## config.mk

```make
export PLATFORM = sky130hd
export DESIGN_NAME = intt_pe_gs
export DESIGN_NICKNAME = d
export VERILOG_FILES = /design/src/rtl/ntt_pkg.sv /design/src/rtl/mod_mul_barrett.sv /design/src/rtl/intt_pe_gs.sv
export SDC_FILE = /design/constraint.sdc
export NUM_CORES = 2
export LEC_CHECK = 0
export ABC_AREA = 0
export CAP_MARGIN = 20
export CORE_MARGIN = 3
export CORE_UTILIZATION = 53
export DETAILED_ROUTE_END_ITERATION = 10
export PLACE_DENSITY = 0.7
export SYNTH_ARGS = -nofsm -noshare
export SYNTH_HDL_FRONTEND = slang
export SYNTH_HIERARCHICAL = 1
export SYNTH_SLANG_ARGS = --single-unit
export TNS_END_PERCENT = 100
```

## constraint.sdc

```tcl
create_clock -name clk -period 19.3 [get_ports clk]
set_clock_uncertainty 0.05 [all_clocks]
set_input_delay 2.895 -clock clk [delete_from_list [all_inputs] [get_ports clk]]
set_output_delay 2.895 -clock clk [all_outputs]
set_load 0.005 [all_outputs]
```

## src/rtl/ntt_pkg.sv

```systemverilog
// Shared constants, pipeline stage records and modular helpers for the NTT/INTT datapath.
package ntt_pkg;

  localparam int W   = 16;
  localparam int LAT = 4;

  localparam logic [W-1:0]   Q_DEFAULT  = W'(7681);
  localparam logic [2*W:0]   MU_DEFAULT = (2*W+1)'((64'd1 << (2*W)) / 64'd7681);

  // First-stage record: reduced sum on top, reduced difference on bot.
  typedef struct packed {
    logic         valid;
    logic         scale;
    logic [W-1:0] top;
    logic [W-1:0] bot;
  } stage_t;

  typedef struct packed {
    logic         valid;
    logic         scale;
    logic [W-1:0] top;
  } top_stage_t;

  // x/2 mod q for odd q: odd x borrows one q so the shift is exact.
  function automatic logic [W-1:0] mod_half(input logic [W-1:0] x, input logic [W-1:0] q);
    return x[0] ? W'(({1'b0, x} + {1'b0, q}) >> 1) : (x >> 1);
  endfunction

endpackage

```

## src/rtl/mod_mul_barrett.sv

```systemverilog
// Three-stage pipelined Barrett modular multiplier with global enable and optional output halving.
module mod_mul_barrett
  import ntt_pkg::*;
(
  input  logic           clk,
  input  logic           reset,
  input  logic           en,
  input  logic [W-1:0]   q,
  input  logic [2*W:0]   mu,
  input  logic [W-1:0]   a,
  input  logic [W-1:0]   b,
  input  logic           half,
  output logic [W-1:0]   r
);

  logic [2*W-1:0] p2, p3;
  logic [W-1:0]   t3;
  logic           h2, h3;

  logic [4*W:0]   pm;
  logic [2*W-1:0] tq;
  logic [W+1:0]   r0, r1, r2;
  logic [W-1:0]   r_red;

  // NOTE: every signal gets a value on every path through always_comb, so no latch can be inferred.
  always_comb begin
    pm    = {{(2*W+1){1'b0}}, p2} * {{(2*W){1'b0}}, mu};
    tq    = {{W{1'b0}}, t3} * {{W{1'b0}}, q};
    // Quotient estimate undershoots by at most two, so r0 < 3q.
    r0    = (W+2)'(p3 - tq);
    r1    = (r0 >= {2'b00, q}) ? r0 - {2'b00, q} : r0;
    r2    = (r1 >= {2'b00, q}) ? r1 - {2'b00, q} : r1;
    r_red = W'(r2);
  end

  // NOTE: state is updated with non-blocking assignments so every stage samples pre-edge values.
  always_ff @(posedge clk or posedge reset) begin
    if (reset) begin
      p2 <= '0;
      h2 <= 1'b0;
      p3 <= '0;
      t3 <= '0;
      h3 <= 1'b0;
      r  <= '0;
    end else if (en) begin
      p2 <= {{W{1'b0}}, a} * {{W{1'b0}}, b};
      h2 <= half;
      p3 <= p2;
      t3 <= W'(pm >> (2*W));
      h3 <= h2;
      r  <= h3 ? mod_half(r_red, q) : r_red;
    end
  end

endmodule

```

## src/rtl/intt_pe_gs.sv

```systemverilog
// Gentleman-Sande inverse-NTT butterfly PE: top'=(a+b) mod q, bot'=((a-b)*w) mod q, optional halving.
module intt_pe_gs
  import ntt_pkg::*;
(
  input  logic           clk,
  input  logic           reset,
  input  logic [W-1:0]   q,
  input  logic [2*W:0]   mu,
  input  logic           in_valid_i,
  output logic           in_ready_o,
  input  logic           scale_i,
  input  logic [W-1:0]   data_top_i,
  input  logic [W-1:0]   data_bot_i,
  input  logic [W-1:0]   twiddle_i,
  output logic           out_valid_o,
  input  logic           out_ready_i,
  output logic [W-1:0]   intt_top_o,
  output logic [W-1:0]   intt_bot_o
);

  logic       en;
  stage_t     s1;
  logic [W-1:0] s1_w;
  top_stage_t dl [LAT-2];
  top_stage_t tail;

  logic [W:0]   sum;
  logic [W-1:0] s_red, d_red;

  // The whole pipeline advances together; a stalled output freezes every stage.
  assign en         = !out_valid_o || out_ready_i;
  assign in_ready_o = en;

  always_comb begin
    sum   = {1'b0, data_top_i} + {1'b0, data_bot_i};
    s_red = (sum >= {1'b0, q}) ? W'(sum - {1'b0, q}) : W'(sum);
    d_red = (data_top_i >= data_bot_i) ? data_top_i - data_bot_i
                                       : data_top_i + q - data_bot_i;
    tail  = dl[LAT-3];
  end

  // NOTE: the delay-line array is reset like any other register so outputs read zero after reset.
  always_ff @(posedge clk or posedge reset) begin
    if (reset) begin
      s1          <= '0;
      s1_w        <= '0;
      for (int i = 0; i < LAT-2; i++) dl[i] <= '0;
      out_valid_o <= 1'b0;
      intt_top_o  <= '0;
    end else if (en) begin
      s1          <= '{valid: in_valid_i, scale: scale_i, top: s_red, bot: d_red};
      s1_w        <= twiddle_i;
      dl[0]       <= '{valid: s1.valid, scale: s1.scale, top: s1.top};
      for (int i = 1; i < LAT-2; i++) dl[i] <= dl[i-1];
      out_valid_o <= tail.valid;
      intt_top_o  <= tail.scale ? mod_half(tail.top, q) : tail.top;
    end
  end

  // Bottom path: S2 product, S3 quotient estimate, S4 correction and halving.
  mod_mul_barrett u_mul (
    .clk   (clk),
    .reset (reset),
    .en    (en),
    .q     (q),
    .mu    (mu),
    .a     (s1.bot),
    .b     (s1_w),
    .half  (s1.scale),
    .r     (intt_bot_o)
  );

endmodule

```

==> metrics.txt <==
# TYPE chip_impl_metric gauge
chip_impl_metric{name="die_area",unit="µm²"} 108000
chip_impl_metric{name="worstPathMaxFanout",unit=""} 28
chip_impl_metric{name="synth_top_area_frac",unit=""} 0.411
chip_impl_info{name="critical_path.slowest_cell",value="sky130_fd_sc_hd__clkdlybuf4s50_1"} 1
chip_impl_metric{name="holdPathStages",unit=""} 2
chip_impl_metric{name="nFillCells",unit=""} 9193
chip_impl_info{name="crit_path_end_kind",value="register"} 1
chip_impl_metric{name="drtAntennaViolNets",unit=""} 0
chip_impl_metric{name="io_buffers",unit=""} 135
chip_impl_metric{name="area_growth_syn_to_layout",unit="%"} 5.87
chip_impl_metric{name="per_instance_average_area_after_synthesis",unit="µm²"} 8.64
chip_impl_metric{name="detail_route.wirelength",unit="µm"} 150000
chip_impl_metric{name="grt_max_degree",unit=""} 87
chip_impl_info{name="crit_type",value="in -> reg"} 1
chip_impl_metric{name="timing.hold.ws",unit="ns"} 0.421
chip_impl_metric{name="cts_made_buffers",unit=""} 17
chip_impl_metric{name="first_pass_iters",unit=""} 6
chip_impl_metric{name="drc",unit=""} 0
chip_impl_metric{name="post_synth_instance_area",unit="µm²"} 55200
chip_impl_info{name="cpLargestDelayFamily",value="compound AO/OA/AOI/OAI gates"} 1
chip_impl_metric{name="standard_cell_core_area",unit="µm²"} 103000
chip_impl_metric{name="synth_mux_area_frac",unit=""} 0.0147
chip_impl_metric{name="synth_xor_xnor_area_share",unit=""} 0.0335
chip_impl_metric{name="max_slew_margin",unit=""} 0.240
chip_impl_metric{name="post_synth_fa_ha_maj_area_fraction",unit=""} 0.514
chip_impl_metric{name="final_cell_area",unit="µm²"} 58500
chip_impl_metric{name="yosysUniqueCellTypes",unit=""} 93
chip_impl_metric{name="critPathBufInv",unit=""} 7
chip_impl_metric{name="postPlaceCellArea",unit="µm²"} 57800
chip_impl_metric{name="gp_congestion",unit=""} 0.932
chip_impl_info{name="main_combinational_cell_family_by_area_after_synthesis",value="adder cells"} 1
chip_impl_metric{name="synth_seq_area_share",unit=""} 0.0847
chip_impl_metric{name="timing_hold_violations_final",unit=""} 0
chip_impl_metric{name="cp_slowest_stage_delay",unit="ns"} 1.01
chip_impl_metric{name="finalWorstSetupSlack",unit="ns"} 2.45
chip_impl_metric{name="fmaxAchievable",unit="GHz"} 0.0594
chip_impl_metric{name="synth-compound-area-share",unit=""} 0.0725
chip_impl_metric{name="die_w",unit="µm"} 329
chip_impl_metric{name="postCtsSetupBuffers",unit=""} 0
chip_impl_metric{name="cts_resized",unit=""} 0
chip_impl_info{name="most_frequent_cell_on_the_critical_path",value="sky130_fd_sc_hd__a21o_1"} 1
chip_impl_metric{name="rows",unit=""} 117
chip_impl_metric{name="floorplan.die.height",unit="µm"} 329
chip_impl_info{name="outcome",value="complete, no violations"} 1
chip_impl_metric{name="detailed_placement_hpwl",unit="µm"} 113000
chip_impl_metric{name="count_of_final_max_slew_check_failures",unit=""} 0
chip_impl_metric{name="synthArstFlopShare",unit=""} 1.00
chip_impl_metric{name="start_util",unit=""} 0.538
chip_impl_metric{name="source_to_sink_clock_delay_at_the_later_pin_of_the_worst_skew_pair",unit="ns"} 0.49
chip_impl_metric{name="drv.max_cap_violation_count",unit=""} 0
chip_impl_metric{name="syn_inst",unit=""} 6397
chip_impl_metric{name="worst-r2r-cell-count",unit=""} 52
chip_impl_metric{name="worstPathRequired",unit="ns"} 19.70
chip_impl_metric{name="pre_cts_setup_slack",unit="ns"} 2.04
chip_impl_metric{name="stages_on_the_worst_setup_path",unit=""} 52
chip_impl_metric{name="grt.total_usage",unit=""} 0.289
chip_impl_metric{name="worst_ep_arrival_time",unit="ns"} 17.25
chip_impl_metric{name="synth_enable_flop_cells",unit=""} 0
chip_impl_metric{name="holdBufCountCts",unit=""} 0
chip_impl_metric{name="route.vias.total",unit=""} 42711
chip_impl_metric{name="timing.final.crit_period",unit="ns"} 16.85
chip_impl_metric{name="synth.net_count",unit=""} 8090
chip_impl_metric{name="viasPerCell",unit=""} 5.53
chip_impl_metric{name="drive_gt1_frac",unit=""} 0.0345
chip_impl_metric{name="cts-root-to-sink-buffers",unit=""} 2
chip_impl_metric{name="cts_max_level",unit=""} 4
chip_impl_info{name="timing.critical_path.from_type",value="input port"} 1
chip_impl_metric{name="clock_sink_count",unit=""} 187
chip_impl_metric{name="grt_pass1_wl",unit="µm"} 246000
chip_impl_metric{name="ff_latch_area",unit="µm²"} 4680
chip_impl_metric{name="boundaryPins",unit=""} 136
chip_impl_metric{name="timing.setup.tns",unit="ns"} 0
chip_impl_metric{name="finish.net_count",unit=""} 8029
chip_impl_metric{name="min_period_over_period",unit=""} 0.873
chip_impl_metric{name="synthSimpleGateAreaFrac",unit=""} 0.162
chip_impl_metric{name="worst-slew-pin-transition",unit="ns"} 1.14
chip_impl_metric{name="ys_ff_latch",unit=""} 187
chip_impl_info{name="clock-root-buffer",value="sky130_fd_sc_hd__clkbuf_16"} 1
chip_impl_metric{name="antenna_found_initial",unit=""} 5
chip_impl_metric{name="via_count_of_the_first_global_routing_pass",unit=""} 45377
chip_impl_info{name="grt_setup_unrepaired",value="false"} 1
chip_impl_metric{name="wl_per_cell",unit="µm"} 19.4
chip_impl_info{name="cts_tree",value="done"} 1
chip_impl_info{name="most_instantiated_flip_flop_cell_in_the_synthesis_netlist",value="sky130_fd_sc_hd__dfrtp_1"} 1
chip_impl_metric{name="drt-initial-drc-count",unit=""} 2901
chip_impl_info{name="synth.largest_area_cell",value="sky130_fd_sc_hd__fa_1"} 1
chip_impl_metric{name="rrSetupSlack",unit="ns"} 5.33
chip_impl_metric{name="setup_viol",unit=""} 0
chip_impl_metric{name="synth-warning-count",unit=""} 6
chip_impl_metric{name="multiInputGateArea",unit="µm²"} 44000
chip_impl_info{name="hold_class",value="reg -> reg"} 1
chip_impl_metric{name="grt-ovfl-total",unit=""} 0
chip_impl_metric{name="cts.clk_slew.worst_paths",unit="ns"} 0.09
chip_impl_info{name="synth_area_leaders",value="sky130_fd_sc_hd__fa_1 41%, sky130_fd_sc_hd__ha_1 10%, sky130_fd_sc_hd__inv_1 9.6%, sky130_fd_sc_hd__nand2_1 8.5%, sky130_fd_sc_hd__dfrtp_1 8.5%"} 1
-- kinds of logic after synthesis --
logic type	after synthesis
mux	74
xor+xnor	210
fa+ha+maj	1591
simple gates	1988
buf+inv	1735
compound gates	612
flops	187
-- worst reg2reg max path: cells and delay by family (launching register included) --
family / cells / cell delay (ns)
AO/OA/AOI/OAI: 23 / 5.30
adder cells (fa/ha/maj): 10 / 4.44
multiplexers: 3 / 1.29
AND/OR/NAND/NOR: 7 / 0.98
flip-flops: 1 / 0.78
buffers and inverters: 7 / 0.68
XOR/XNOR: 2 / 0.41
-- final cells by class --
| class | instances | area share |
|---|---|---|
| Antenna cell | 5 | 0.000214 |
| Inverter | 1421 | 0.0914 |
| Clock buffer | 17 | 0.00727 |
| Clock inverter | 15 | 0.00362 |
| Timing Repair Buffer | 234 | 0.0357 |
| Multi-Input combinational cell | 4475 | 0.753 |
| Tap cell | 1368 | 0.0293 |
| Sequential cell | 187 | 0.0800 |
-- stage by stage --
step	util	instances
floorplan	-	6397
global placement	0.564	7685
detailed placement	0.564	7685
CTS	0.570	7717
global route	0.570	7718
finish	0.570	7722
-- cells in the final DEF (no fill, tap or decap), types with 17 or more instances in the layout --
| master | Yosys | routed |
|---|---|---|
| sky130_fd_sc_hd__a211oi_1 | 28 | 28 |
| sky130_fd_sc_hd__a21o_1 | 54 | 54 |
| sky130_fd_sc_hd__a21oi_1 | 163 | 163 |
| sky130_fd_sc_hd__a31oi_1 | 23 | 23 |
| sky130_fd_sc_hd__and2_1 | 394 | 394 |
| sky130_fd_sc_hd__buf_4 | 1 | 99 |
| sky130_fd_sc_hd__clkbuf_16 | 0 | 17 |
| sky130_fd_sc_hd__clkdlybuf4s50_1 | 0 | 134 |
| sky130_fd_sc_hd__dfrtp_1 | 187 | 187 |
| sky130_fd_sc_hd__fa_1 | 1133 | 1133 |
| sky130_fd_sc_hd__ha_1 | 458 | 458 |
| sky130_fd_sc_hd__inv_1 | 1420 | 1417 |
| sky130_fd_sc_hd__mux2_2 | 45 | 45 |
| sky130_fd_sc_hd__mux2i_1 | 27 | 27 |
| sky130_fd_sc_hd__nand2_1 | 1248 | 1248 |
| sky130_fd_sc_hd__nand2b_1 | 17 | 17 |
| sky130_fd_sc_hd__nand3_1 | 28 | 28 |
| sky130_fd_sc_hd__nor2_1 | 141 | 141 |
| sky130_fd_sc_hd__nor2b_1 | 33 | 32 |
| sky130_fd_sc_hd__nor3_1 | 45 | 45 |
| sky130_fd_sc_hd__o211ai_1 | 17 | 17 |
| sky130_fd_sc_hd__o21a_1 | 37 | 37 |
| sky130_fd_sc_hd__o21ai_0 | 147 | 147 |
| sky130_fd_sc_hd__o21bai_1 | 17 | 17 |
| sky130_fd_sc_hd__or3_1 | 17 | 17 |
| sky130_fd_sc_hd__xnor2_1 | 151 | 151 |
| sky130_fd_sc_hd__xor2_1 | 58 | 58 |
-- synthesized netlist by cell type, drive strengths merged (10+ instances only) --
master  count
a211oi     32
a21o       54
a21oi     165
a31oi      23
and2      394
and3       13
buf        27
clkbuf    287
dfrtp     187
fa       1133
ha        458
inv      1420
mux2       46
mux2i      28
nand2    1249
nand2b     17
nand3      28
nand4      16
nor2      142
nor2b      34
nor3       46
o211ai     18
o21a       38
o21ai     154
o21bai     17
o31a       10
o31ai      16
or3        17
xnor2     151
xor2       58
-- routing by layer --
metal / vias up / track usage / part of all wire
li1: 18992 / - / -
met1: 21646 / 0.381 / 0.40
met2: 1699 / 0.489 / 0.48
met3: 372 / 0.0425 / 0.075
met4: 2 / 0.0981 / 0.038
met5: - / 0 / 0.000073
-- sequential cells by signal, indices dropped and copies added, names as in the netlist --
| register | count |
|---|---|
| u_mul/p2 | 32 |
| s1 | 34 |
| s1_w | 16 |
| u_mul/h2 | 1 |
| u_mul/r | 16 |
| dl | 36 |
| out_valid_o | 1 |
| u_mul/t3 | 16 |
| u_mul/h3 | 1 |
| intt_top_o | 16 |
| u_mul/p3 | 18 |
-- final timing paths --
check / startpoint / endpoint
min in group asynchronous: reset / u_mul/h3
setup / recovery: q[2] / u_mul/r[11]
hold reg to reg: dl[35] / dl[35]
max in group asynchronous: reset / s1[2]
setup reg to reg: u_mul/t3[6] / u_mul/r[11]
hold / removal: dl[35] / dl[35]
Power is not shown: default switching activity piles up to over one toggle a cycle in this logic, so the estimate is an artifact.
